`config.mk`:
```
export PLATFORM = sky130hd
export DESIGN_NAME = lsu_bus_adapter
export DESIGN_NICKNAME = d
export VERILOG_FILES = /design/src/rtl/lsu_pkg.sv /design/src/rtl/lsu_load_align.sv /design/src/rtl/lsu_bus_adapter.sv
export SDC_FILE = /design/constraint.sdc
export NUM_CORES = 1
export LEC_CHECK = 0
export BUFFER_PORTS_ARGS = -buffer_cell sky130_fd_sc_hd__buf_2
export CAP_MARGIN = 30
export CORE_ASPECT_RATIO = 1.5
export CORE_MARGIN = 2
export CORE_UTILIZATION = 45
export CTS_BUF_LIST = sky130_fd_sc_hd__clkbuf_8 sky130_fd_sc_hd__clkbuf_16
export DETAILED_ROUTE_END_ITERATION = 7
export GPL_TIMING_DRIVEN = 0
export PLACE_DENSITY = 0.76
export SETUP_SLACK_MARGIN = 0.05
export SLEW_MARGIN = 40
export SYNTH_ARGS = -nofsm -noshare
export SYNTH_HDL_FRONTEND = slang
export SYNTH_HIERARCHICAL = 1
export SYNTH_SLANG_ARGS = --single-unit
```
`constraint.sdc`:
```
create_clock -name clk -period 2.3 [get_ports clk]
set_input_delay 0.345 -clock clk [delete_from_list [all_inputs] [get_ports clk]]
set_output_delay 0.345 -clock clk [all_outputs]
set_load 0.05 [all_outputs]
```
`src/rtl/lsu_pkg.sv`:
```
// Shared types and helpers for the load/store bus adapter and the MEM-stage load aligner.
// Latency: n/a (types and pure functions only).
// Backpressure: n/a.
package lsu_pkg;

    typedef enum logic [1:0] {
        IDLE   = 2'd0,
        REQ    = 2'd1,
        WAIT_R = 2'd2,
        DONE   = 2'd3
    } lsu_state_t;

    localparam logic [2:0] F3_B  = 3'b000;
    localparam logic [2:0] F3_H  = 3'b001;
    localparam logic [2:0] F3_W  = 3'b010;
    localparam logic [2:0] F3_BU = 3'b100;
    localparam logic [2:0] F3_HU = 3'b101;

    function automatic logic [3:0] be_gen(input logic [2:0] size, input logic [1:0] off);
        case (size)
            F3_B, F3_BU: be_gen = 4'b0001 << off;
            F3_H, F3_HU: be_gen = 4'b0011 << off;
            default:     be_gen = 4'b1111;
        endcase
    endfunction

    // Illegal funct3 encodings are reported through the same path as bad alignment.
    function automatic logic misaligned(input logic [2:0] size, input logic [1:0] off);
        case (size)
            F3_B, F3_BU: misaligned = 1'b0;
            F3_H, F3_HU: misaligned = off[0];
            F3_W:        misaligned = (off != 2'b00);
            default:     misaligned = 1'b1;
        endcase
    endfunction

endpackage

```
`src/rtl/lsu_load_align.sv`:
```
// Extracts the addressed byte/halfword from a bus word and sign- or zero-extends it.
// Latency: purely combinational.
// Backpressure: none; output follows inputs.
module lsu_load_align
    import lsu_pkg::*;
(
    input  logic [31:0] rdata,
    input  logic [1:0]  off,
    input  logic [2:0]  funct3,
    output logic [31:0] ext
);

    logic [7:0]  byte_sel;
    logic [15:0] half_sel;

    always_comb begin
        byte_sel = rdata[7:0];
        case (off)
            2'd0: byte_sel = rdata[7:0];
            2'd1: byte_sel = rdata[15:8];
            2'd2: byte_sel = rdata[23:16];
            2'd3: byte_sel = rdata[31:24];
            default: byte_sel = rdata[7:0];
        endcase
        half_sel = off[1] ? rdata[31:16] : rdata[15:0];
    end

    always_comb begin
        ext = rdata;
        case (funct3)
            F3_B:    ext = {{24{byte_sel[7]}}, byte_sel};
            F3_BU:   ext = {24'h0, byte_sel};
            F3_H:    ext = {{16{half_sel[15]}}, half_sel};
            F3_HU:   ext = {16'h0, half_sel};
            default: ext = rdata;
        endcase
    end

endmodule

```
`src/rtl/lsu_bus_adapter.sv`:
```
// Turns core load/store accesses into req/gnt/rvalid word-bus transactions, stalling the core meanwhile.
// Latency: store stalls 2 cycles, load 3 cycles on a zero-wait bus; result valid in the single DONE cycle.
// Backpressure: bus outputs held stable until bus_gnt; Stall held until grant/response or timeout abort.
module lsu_bus_adapter
    import lsu_pkg::*;
#(
    parameter int TIMEOUT_CYCLES = 64,
    parameter int CNT_W          = 8
) (
    input  logic        clk,
    input  logic        reset,
    input  logic        MemRead,
    input  logic        MemWrite,
    input  logic [2:0]  funct3,
    input  logic [31:0] ALUResult,
    input  logic [31:0] WriteData,
    output logic [31:0] ReadData,
    output logic        Stall,
    output logic        Misaligned,
    output logic        BusErr,
    output logic        bus_req,
    output logic        bus_we,
    output logic [31:0] bus_addr,
    output logic [3:0]  bus_be,
    output logic [31:0] bus_wdata,
    input  logic        bus_gnt,
    input  logic        bus_rvalid,
    input  logic [31:0] bus_rdata
);

    localparam int              TO_M1   = (TIMEOUT_CYCLES > 0) ? TIMEOUT_CYCLES - 1 : 0;
    localparam logic [CNT_W-1:0] TO_LAST = CNT_W'(TO_M1);

    lsu_state_t       state, state_n;
    logic [CNT_W-1:0] cnt;
    logic             we_q;
    logic [29:0]      waddr_q;
    logic [3:0]       be_q;
    logic [31:0]      wdata_q;
    logic [2:0]       f3_q;
    logic [1:0]       off_q;
    logic [31:0]      rdata_q;
    logic             err_q;

    logic        access, bad, accept, capture, abort, to_hit, in_req;
    logic [31:0] wdata_rep, load_ext;

    assign access = MemRead | MemWrite;
    assign bad    = misaligned(funct3, ALUResult[1:0]);
    assign to_hit = (TIMEOUT_CYCLES != 0) && (cnt == TO_LAST);

    always_comb begin
        case (funct3[1:0])
            2'b00:   wdata_rep = {4{WriteData[7:0]}};
            2'b01:   wdata_rep = {2{WriteData[15:0]}};
            default: wdata_rep = WriteData;
        endcase
    end

    lsu_load_align u_align (
        .rdata  (bus_rdata),
        .off    (off_q),
        .funct3 (f3_q),
        .ext    (load_ext)
    );

    always_comb begin
        state_n    = state;
        Stall      = 1'b0;
        Misaligned = 1'b0;
        BusErr     = 1'b0;
        accept     = 1'b0;
        capture    = 1'b0;
        abort      = 1'b0;
        case (state)
            IDLE: begin
                if (access) begin
                    if (bad) begin
                        Misaligned = 1'b1;
                    end else begin
                        Stall   = 1'b1;
                        accept  = 1'b1;
                        state_n = REQ;
                    end
                end
            end
            REQ: begin
                Stall = 1'b1;
                if (bus_gnt) begin
                    state_n = we_q ? DONE : WAIT_R;
                end
                // A grant on the final budget cycle only completes a store; a load would overrun.
                if (to_hit && !(bus_gnt && we_q)) begin
                    state_n = DONE;
                    abort   = 1'b1;
                end
            end
            WAIT_R: begin
                Stall = 1'b1;
                if (bus_rvalid) begin
                    capture = 1'b1;
                    state_n = DONE;
                end else if (to_hit) begin
                    abort   = 1'b1;
                    state_n = DONE;
                end
            end
            DONE: begin
                BusErr  = err_q;
                state_n = IDLE;
            end
            default: state_n = IDLE;
        endcase
    end

    always_ff @(posedge clk) begin
        if (reset) begin
            state   <= IDLE;
            cnt     <= '0;
            we_q    <= 1'b0;
            waddr_q <= '0;
            be_q    <= '0;
            wdata_q <= '0;
            f3_q    <= '0;
            off_q   <= '0;
            rdata_q <= '0;
            err_q   <= 1'b0;
        end else begin
            state <= state_n;
            if (accept) begin
                cnt     <= '0;
                we_q    <= MemWrite;
                waddr_q <= ALUResult[31:2];
                be_q    <= be_gen(funct3, ALUResult[1:0]);
                wdata_q <= wdata_rep;
                f3_q    <= funct3;
                off_q   <= ALUResult[1:0];
                rdata_q <= '0;
                err_q   <= 1'b0;
            end else if (state == REQ || state == WAIT_R) begin
                cnt <= cnt + 1'b1;
            end
            if (capture) begin
                rdata_q <= load_ext;
            end
            if (abort) begin
                rdata_q <= '0;
                err_q   <= 1'b1;
            end
        end
    end

    assign in_req    = (state == REQ);
    assign bus_req   = in_req;
    assign bus_we    = in_req & we_q;
    assign bus_addr  = in_req ? {waddr_q, 2'b00} : 32'h0;
    assign bus_be    = in_req ? be_q : 4'h0;
    assign bus_wdata = in_req ? wdata_q : 32'h0;
    assign ReadData  = (state == DONE) ? rdata_q : 32'h0;

endmodule

```
# Word level (Yosys, flattened, before mapping)
# Index checks and enable logic that the tools add are counted.
# word_totals
reg_bits	115
inputBits	105
output_inout_bits	105
word_cells	88
# classes
add_sub_neg	1
eq_ne	19
shift	2
muxes	36
n_bitwise	2
reduce_logical	18
# ops
operator	count
$mux 32	5
$pmux 32 s4	1
$pmux 32 s2	1
$pmux 8 s4	1
$mux 16	1
$mux 1	15
$eq 3x3->1 const B	4
$mux 2	6
$reduce_or 2->1	5
$add 8x1->8 const B	1
$eq 2x2->1 const B	4
$eq 8x6->1 const B	1
$pmux 2 s4	1
$pmux 4 s2	1
$eq 2x1->1 const B	3
$eq 3x1->1 const B	2
$logic_not 2->1	3
$logic_not 3->1	2
$reduce_bool 2->1	3
$mux 4	1
$ne 2x2->1 const B	2
$pmux 1 s2	2
$reduce_and 4->1	1
$shl 1x2->4 const A	1
other kinds (10)	11

# Depth between registers and ports, before layout
# Gate-level depths: netlist (run 1).
# logic_depth
word_depth	8
depth_mapped	9
depth_no_buf	6

# By module
# Netlist (run 1), hierarchy kept.
# by_module_without_submodules
mod	n_inst	cells_each	area_per_inst_um2	seq_area_each_um2
lsu_bus_adapter	1	690	5380.2	2302.2
lsu_load_align	1	111	668.1	0.0

# Worst setup path after synthesis (run 1)
# No wires, ideal clock.
# synth_path
path_type	register -> output
startpoint	register state[0]
endpoint	output port Stall
arrival_time_ns	1.971
t_required_ns	1.955
path_slack_ns	-0.016
stages_incl_launch_ff	9
path_buffers	2
cell_sequence	dfxtp_1 > inv_1 > ha_1 > o21ai_0 > o21ba_1 > buf_4 > buf_2 > nor2_1 > nor2_1
# synth_via
elab_chain_cells	3
word_cells_on_any_way	5
classes_between	eq/ne (2); mux (1); reduce/logical (2)
# synth_rtl
element	line_no	source
start: declaration	lsu_bus_adapter.sv:34	lsu_state_t state, state_n;
start signal: assignment	lsu_bus_adapter.sv:129	state <= state_n;
$eq 2x1->1 or $eq 2x2->1 (tied branches)	lsu_bus_adapter.sv:75	case (state)
$reduce_or 2->1 (no source line)	--	
$pmux 1 s2 *	lsu_bus_adapter.sv:75	
end: declaration	lsu_bus_adapter.sv:18	output logic Stall,
# Mark *: on every way between the ends. The rest lies on a longest branch, timed or not.

# Final worst setup path (run 1)
# layout_path
startpoint	register state[1]
endpoint	output port bus_wdata[6]
# layout_via
elab_chain_cells	2
# layout_rtl
element	line_no	source
$eq 2x1->1	lsu_bus_adapter.sv:153	assign in_req = (state == REQ);
$mux 32	lsu_bus_adapter.sv:158	assign bus_wdata = in_req ? wdata_q : 32'h0;
end: declaration	lsu_bus_adapter.sv:25	output logic [31:0] bus_wdata,
# No other way between the ends.

==> results of run 1 <==
## metal layers
layer | GRT usage | vias to the layer above | routed length (um)
met2 | 0.445 | 295 | 9470
li1 | - | 3121 | -
met5 | 0 | - | 0
met3 | 0.0730 | 67 | 1450
met4 | 0.148 | 0 | 981
met1 | 0.288 | 2913 | 7440
## sequential cells by signal, summed over array words and instances (netlist names)
signal and cells:
f3_q 3, state 2, wdata_q 32, rdata_q 32
be_q 4, cnt 8, waddr_q 30, err_q 1
off_q 2, we_q 1
## per-stage QoR
| step | utilization | setup WS, ps | TNS, ps | hold WS [ps] | total power, W |
|---|---|---|---|---|---|
| after floorplan | - | 57.9 | 0 | 432 | 0.00351 |
| final | 0.608 | 139 | 0 | 172 | 0.00650 |
| after global placement | 0.557 | -98.6 | -918 | 437 | 0.00400 |
| after global routing | 0.608 | 50.1 | 0 | 166 | 0.00678 |
| after CTS | 0.607 | 13.4 | 0 | 158 | 0.00651 |
| after detailed placement | 0.557 | -92.1 | -1050 | 442 | 0.00403 |
## cells in the final DEF, fill, tap and decap left out, drive strengths merged, types with 2 or more instances in the layout
cell,instances
a211oi,9
a21o,18
a21oi,90
a221o,8
a22oi,8
a311oi,8
a31oi,2
and2,101
buf,237
clkbuf,58
clkinv,7
clkinvlp,3
conb,2
dfxtp,115
ha,5
inv,7
mux2i,19
nand2,191
nand2b,10
nand3,33
nand4,2
nor2,42
nor2b,5
nor3,10
o21ai,25
o21bai,2
o22ai,3
xnor2,3
xor2,4
## worst max-delay path: cells and delay by family, from the launching register on
family	cells	cell delay, ps
flip-flops	1	340
buffers and inverters	4	720
AND/OR/NAND/NOR	1	150
adder cells (fa/ha/maj)	1	190
## kinds of logic after synthesis
kind of cell	after synthesis
xor gates and xnor gates	7
and+or+nand+nor	399
DFF	115
adders and majority gates	5
muxes	20
AOI/OAI and AO/OA	179
buffers and inverters	75
other	1
## cell type report
class	count	area, um^2	share of cell area
timing repair buffer	208	1110	0.139
sequential	115	2300	0.290
antenna	1	2.50	0.000315
multi-input combinational	612	3410	0.429
clock inverter	12	91.3	0.0115
clock buffer	19	453	0.0570
buffer	68	363	0.0456
tap	159	199	0.0250
inverter	6	22.5	0.00283
## power by group through the flow
stage / clock network, W / logic [W] / registers, W
floorplan: 0 / 0.00123 / 0.00228
detailed placement: 0 / 0.00172 / 0.00231
CTS: 0.00246 / 0.00178 / 0.00227
finish: 0.00242 / 0.00180 / 0.00227
global route: 0.00254 / 0.00195 / 0.00229
global placement: 0 / 0.00170 / 0.00230
## Yosys cell counts (all sizes together) (2+ instances only)
cell,instances
nand2,191
dfxtp,115
and2,101
a21oi,90
nor2,42
clkbuf,37
nand3,33
buf,32
o21ai,25
mux2i,19
a21o,18
nand2b,10
nor3,10
a211oi,9
a221o,8
a22oi,8
a311oi,8
inv,6
ha,5
nor2b,5
xor2,4
o22ai,3
xnor2,3
a31oi,2
nand4,2
o21bai,2
## worst paths after layout
check,cells after the start,startpoint,end
worst min-delay path,3,ALUResult[10],waddr_q[8]$_SDFFE_PP0P_
worst max-delay path,6,state[1]$_SDFFE_PP0P_,bus_wdata[6]
worst max register to register,7,off_q[1]$_SDFFE_PP0P_,rdata_q[6]$_SDFFE_PP0P_
worst min register to register,2,wdata_q[30]$_SDFFE_PP0P_,wdata_q[30]$_SDFFE_PP0P_
## what timing repair did
action | in CTS | in global routing
hold endpoints to repair | 0 | 0
hold buffers | 0 | 0
endpoints found under the setup margin | 90 | 70
pin swaps | 0 | 0
resized for setup | 38 | 9
gates cloned | 0 | 0
buffers inserted | 1 | 0
==> impl_metrics.env, run 1 <==
export IMPL_io_buffers=207
export IMPL_wl_per_cell_um=16.1
export IMPL_synth_warnings=6
export IMPL_grt_first_pass_wirelength_um=30200
export IMPL_yosys_reg_bits=115
export IMPL_critPathCaptureType="primary output"
export IMPL_postSynth_topFlopCell="sky130_fd_sc_hd__dfxtp_1"
export IMPL_synthTopCellsByArea="sky130_fd_sc_hd__dfxtp_1 38%, sky130_fd_sc_hd__nand2_1 12%, sky130_fd_sc_hd__and2_1 10%, sky130_fd_sc_hd__a21oi_1 7.4%, sky130_fd_sc_hd__mux2i_1 3.1%"
export IMPL_top_achievable_clock_speed_ghz=0.463
export IMPL_final_net_count=1138
export IMPL_outcome="finished clean"
export IMPL_drt_iter0_drc=348
export IMPL_min_period_over_period=0.939
export IMPL_clock_root_buffer="sky130_fd_sc_hd__clkbuf_16"
export IMPL_grt_setup_unrepaired="false"
export IMPL_p_sw_w=0.00217
export IMPL_synth_adder_area_share=0.0103
export IMPL_dp_cells=1168
export IMPL_largest_net_degree_at_the_start_of_global_routing=18
export IMPL_cts_inserted_buffers=17
export IMPL_power_frac_seq=0.350
export IMPL_routed_wl_um=19300
export IMPL_worst_r2r_setup_slack_ps=190
export IMPL_detail_route_antenna_nets=0
export IMPL_post_layout_nonfiller_instances=1200
export IMPL_core_footprint_um2=13100
export IMPL_grtUsageTotal=0.261
export IMPL_critical_path_required_ps=1960
export IMPL_floorplan_rows=51
export IMPL_synth_async_sr_flop_share=0
export IMPL_synth_compound_gate_area_share=0.191
export IMPL_first_global_vias=6200
export IMPL_comb_power_share=0.277
export IMPL_insertion_delay_ps=410
export IMPL_synth_lib_cells_used_distinct=45
export IMPL_slowest_stage="sky130_fd_sc_hd__dfxtp_2"
export IMPL_die_width_um=98.7
export IMPL_ir_drop_v=0.000657
export IMPL_combinational_family_with_the_most_area_after_synthesis="simple AND/OR/NAND/NOR gates"
export IMPL_cts_htree_levels=4
export IMPL_tritoncts_clock_tree="built"
export IMPL_syn2layout_area_growth_pct=31.5
export IMPL_cts_reportedPaths_clkPinSlew_ps=50
export IMPL_clock_power_share=0.373
export IMPL_floorplan_initialDensity=0.462
export IMPL_drc=0
export IMPL_power_per_cell_area_nw_per_um2=817
export IMPL_detail_route_first_pass_iterations=5
export IMPL_timing_slew_headroom=0.516
export IMPL_average_cell_area_after_synthesis_um2=7.55
export IMPL_syn_area_um2=6050
export IMPL_synth_largest_type_area_fraction=0.381
export IMPL_synth_largest_area_cell="sky130_fd_sc_hd__dfxtp_1"
export IMPL_cellInternalPower_w=0.00433
export IMPL_worst_pin_slew_ps=725
export IMPL_maxSlewViolCount=0
export IMPL_timing_final_setup_violations=0
export IMPL_fp_dieArea_um2=14400
export IMPL_cellLeakagePower_nw=3.66
export IMPL_synth_xor_area_frac=0.0101
export IMPL_synth_yosys_seq_area_share=0.381
export IMPL_setup_worst_path_class="reg2out"
export IMPL_place_gp_congestion=0.931
export IMPL_hpwl_dp_um=14600
export IMPL_layout_filler_cells=1237
export IMPL_worstSetupStartpointType="flip-flop"
export IMPL_detailroute_via_count=6396
export IMPL_hold_violations=0
export IMPL_setup_skew_ps=11.9
export IMPL_post_synth_mux_area_share=0.0352
export IMPL_antenna_found_initial=1
export IMPL_drv_max_cap_violation_count=0
export IMPL_die_height_um=146
export IMPL_cts_max_path_buffers=2
export IMPL_timing_critical_path_fanout_max=10
export IMPL_critical_path_cell_chain="inv_2 > ha_4 > clkbuf_8 > clkbuf_2 > and2_1 > buf_2"
export IMPL_cp_data_arrival_time_ps=1820
export IMPL_worstHoldPathType="in2reg"
export IMPL_io_pins=210
export IMPL_grt_ovfl_total=0
export IMPL_power_switching_share=0.334
export IMPL_route_detailed_vias_per_inst=5.33
export IMPL_fin_area_um2=7950
export IMPL_synthSimpleGateAreaFrac=0.312
export IMPL_dpl_instance_area_um2=7290
export IMPL_final_layout_size_suffix_gt1_frac=0.288
export IMPL_critical_path_max_stage_delay_ps=340
export IMPL_synth_edff_count=0
export IMPL_tritoncts_sinks=115
export IMPL_final_period_minus_worst_setup_slack_ps=2160
export IMPL_syn_inst=801
Power figures use the tool's default switching activity.
==> inputs of run 2 (changes only) <==
==> constraint.sdc (replaced) <==
create_clock -name clk -period 2.33 [get_ports clk]
set_input_delay 0.3495 -clock clk [delete_from_list [all_inputs] [get_ports clk]]
set_output_delay 0.3495 -clock clk [all_outputs]
set_load 0.05 [all_outputs]
==> run 2 against run 1 <==
  * Combinational power is essentially flat
  * Worst setup slack lost 16 ps
  * Sequential cell count is the same
  * Critical path depth grew 2
  * Global-route usage shrank 0.18 points
  * Largest cell class unchanged
==> impl_metrics.env, run 2 (same netlist as run 1, synthesis figures left out) <==
export IMPL_outcome="finished clean"
export IMPL_hold_path_endpoint="waddr_q[13]$_SDFFE_PP0P_"
export IMPL_holdWs_ps=176
export IMPL_insertion_delay_ps=410
export IMPL_worstHoldPathType="in2reg"
export IMPL_slowest_stage="sky130_fd_sc_hd__dfxtp_1"
export IMPL_drt_iter0_drc=420
export IMPL_worst_r2r_setup_slack_ps=200
export IMPL_final_layout_size_suffix_gt1_frac=0.286
export IMPL_hold_violations=0
export IMPL_reg2reg_to="rdata_q[6]$_SDFFE_PP0P_"
export IMPL_timing_slew_headroom=0.511
export IMPL_clock_power_share=0.374
export IMPL_clock_root_buffer="sky130_fd_sc_hd__clkbuf_16"
export IMPL_critical_path_required_ps=1980
export IMPL_hold_path_cell_count=3
export IMPL_io_buffers=207
export IMPL_comb_power_share=0.277
export IMPL_cts_max_path_buffers=2
export IMPL_timing_critical_path_fanout_max=4
export IMPL_die_width_um=98.7
export IMPL_maxSlewViolCount=0
export IMPL_worst_path_stages=8
export IMPL_drv_max_cap_violation_count=0
export IMPL_cts_reportedPaths_clkPinSlew_ps=50
export IMPL_cp_data_arrival_time_ps=1860
export IMPL_power_per_cell_area_nw_per_um2=804
export IMPL_hpwl_dp_um=14600
export IMPL_worstHoldStart="ALUResult[15]"
export IMPL_reg_largest_list="rdata_q x32, wdata_q x32, waddr_q x30"
export IMPL_drc=0
export IMPL_syn2layout_area_growth_pct=31.7
export IMPL_most_common_library_cell_in_the_layout_ignoring_fill_and_taps="sky130_fd_sc_hd__buf_2"
export IMPL_top_achievable_clock_speed_ghz=0.453
export IMPL_timing_final_setup_violations=0
export IMPL_source_of_the_worst_register_to_register_timing_path="off_q[1]$_SDFFE_PP0P_"
export IMPL_floorplan_rows=51
export IMPL_die_height_um=146
export IMPL_critical_path_cell_chain="inv_2 > ha_2 > o21ai_1 > o21ba_1 > buf_8 > nor2_1 > nor2_2 > buf_6"
export IMPL_antenna_found_initial=1
export IMPL_wl_per_cell_um=16.0
export IMPL_worstSetupStartpointType="flip-flop"
export IMPL_cellInternalPower_w=0.00427
export IMPL_cellLeakagePower_nw=3.65
export IMPL_io_pins=210
export IMPL_final_period_minus_worst_setup_slack_ps=2210
export IMPL_tritoncts_sinks=115
export IMPL_place_gp_congestion=0.931
export IMPL_ir_drop_v=0.000653
export IMPL_min_period_over_period=0.947
export IMPL_mostFrequentLayoutCells="196 x sky130_fd_sc_hd__buf_2, 191 x sky130_fd_sc_hd__nand2_1, 114 x sky130_fd_sc_hd__dfxtp_1"
export IMPL_cp_buffers_inverters=3
export IMPL_critPathCaptureType="primary output"
export IMPL_detail_route_antenna_nets=0
export IMPL_grt_first_pass_wirelength_um=30000
export IMPL_setup_skew_ps=12.1
export IMPL_tritoncts_clock_tree="built"
export IMPL_worst_pin_slew_ps=733
export IMPL_route_detailed_vias_per_inst=5.30
export IMPL_power_total_w=0.00641
export IMPL_routed_wl_um=19200
export IMPL_critical_path_max_stage_delay_ps=400
export IMPL_grt_ovfl_total=0
export IMPL_floorplan_initialDensity=0.462
export IMPL_grtUsageTotal=0.259
export IMPL_power_switching_share=0.333
export IMPL_final_net_count=1138
export IMPL_first_global_vias=6195
export IMPL_core_footprint_um2=13100
export IMPL_cts_htree_levels=4
export IMPL_grt_setup_unrepaired="true"
export IMPL_critPathTopFamily="flip-flops"
export IMPL_power_frac_seq=0.350
export IMPL_fp_dieArea_um2=14400
export IMPL_detailroute_via_count=6362
export IMPL_setup_worst_path_class="reg2out"
export IMPL_detail_route_first_pass_iterations=5
export IMPL_largest_net_degree_at_the_start_of_global_routing=19
export IMPL_path_depth_of_the_worst_reg2reg_path=7
export IMPL_p_sw_w=0.00214
export IMPL_cts_inserted_buffers=17
export IMPL_layout_filler_cells=1230
run 2: changes by cell type in the layout (fill, tap and decap cells not counted), sizes merged:
cell    delta
clkbuf     -3
buf        +3
run 2: timing repair:
action / in CTS / in global routing
setup endpoints to repair: 87 / 66
pin swaps: 0 / 0
setup buffers: 0 / 1
gates resized for setup: 42 / 15
hold buffers: 0 / 0
run 2: worst max-delay path by stage:
stage	start	endpoint	slack (ps)
after floorplan	state[1]$_SDFFE_PP0P_	bus_wdata[10]	80
after global placement	state[1]$_SDFFE_PP0P_	bus_wdata[20]	-70
after detailed placement	state[1]$_SDFFE_PP0P_	bus_wdata[20]	-70
after CTS	state[0]$_SDFFE_PP0P_	Stall	-90
after global routing	state[1]$_SDFFE_PP0P_	Stall	4
final	state[1]$_SDFFE_PP0P_	Stall	120
run 2: metrics by stage:
step	util	area, um^2	instances	TNS (ps)	setup WS, ps
after floorplan	-	6050	802	0	83.4
after global placement	0.557	7290	1168	-534	-73.1
after detailed placement	0.557	7290	1168	-487	-66.6
after CTS	0.606	7930	1198	-365	-89.0
after global routing	0.609	7970	1200	0	3.78
final	0.609	7970	1200	0	123
run 2: cell type report:
class,count,area [um^2],area share
buffer,68,360,0.0452
inverter,6,22.5,0.00283
clock inverter,12,91.3,0.0115
timing repair buffer,208,1130,0.142
sequential,115,2300,0.289
antenna,1,2.50,0.000314
tap,159,199,0.0250
clock buffer,19,453,0.0569
multi-input combinational,612,3410,0.428
run 2: power groups by stage:
stage          Sequential [W]  Combinational, W  Clock (W)
5_1_grt               0.00226           0.00192    0.00251
4_1_cts               0.00224           0.00174    0.00243
3_3_place_gp          0.00227           0.00168          0
6_report              0.00224           0.00177    0.00239
3_5_place_dp          0.00228           0.00170          0
2_1_floorplan         0.00225           0.00122          0
run 2: routing by layer:
metal	vias to the layer above	global-route usage	wire length [um]	part of all wire
met5	-	0	0	0
met3	67	0.0720	1480	0.077
li1	3125	-	-	-
met2	294	0.444	9450	0.49
met4	0	0.149	973	0.051
met1	2876	0.284	7320	0.38
run 2: worst reg2reg max path, delay by kind of cell, from the launching register on:
family,cells,cell delay (ps)
buffers and inverters,2,490
AND/OR/NAND/NOR,2,540
AO/OA/AOI/OAI,3,610
flip-flops,1,430
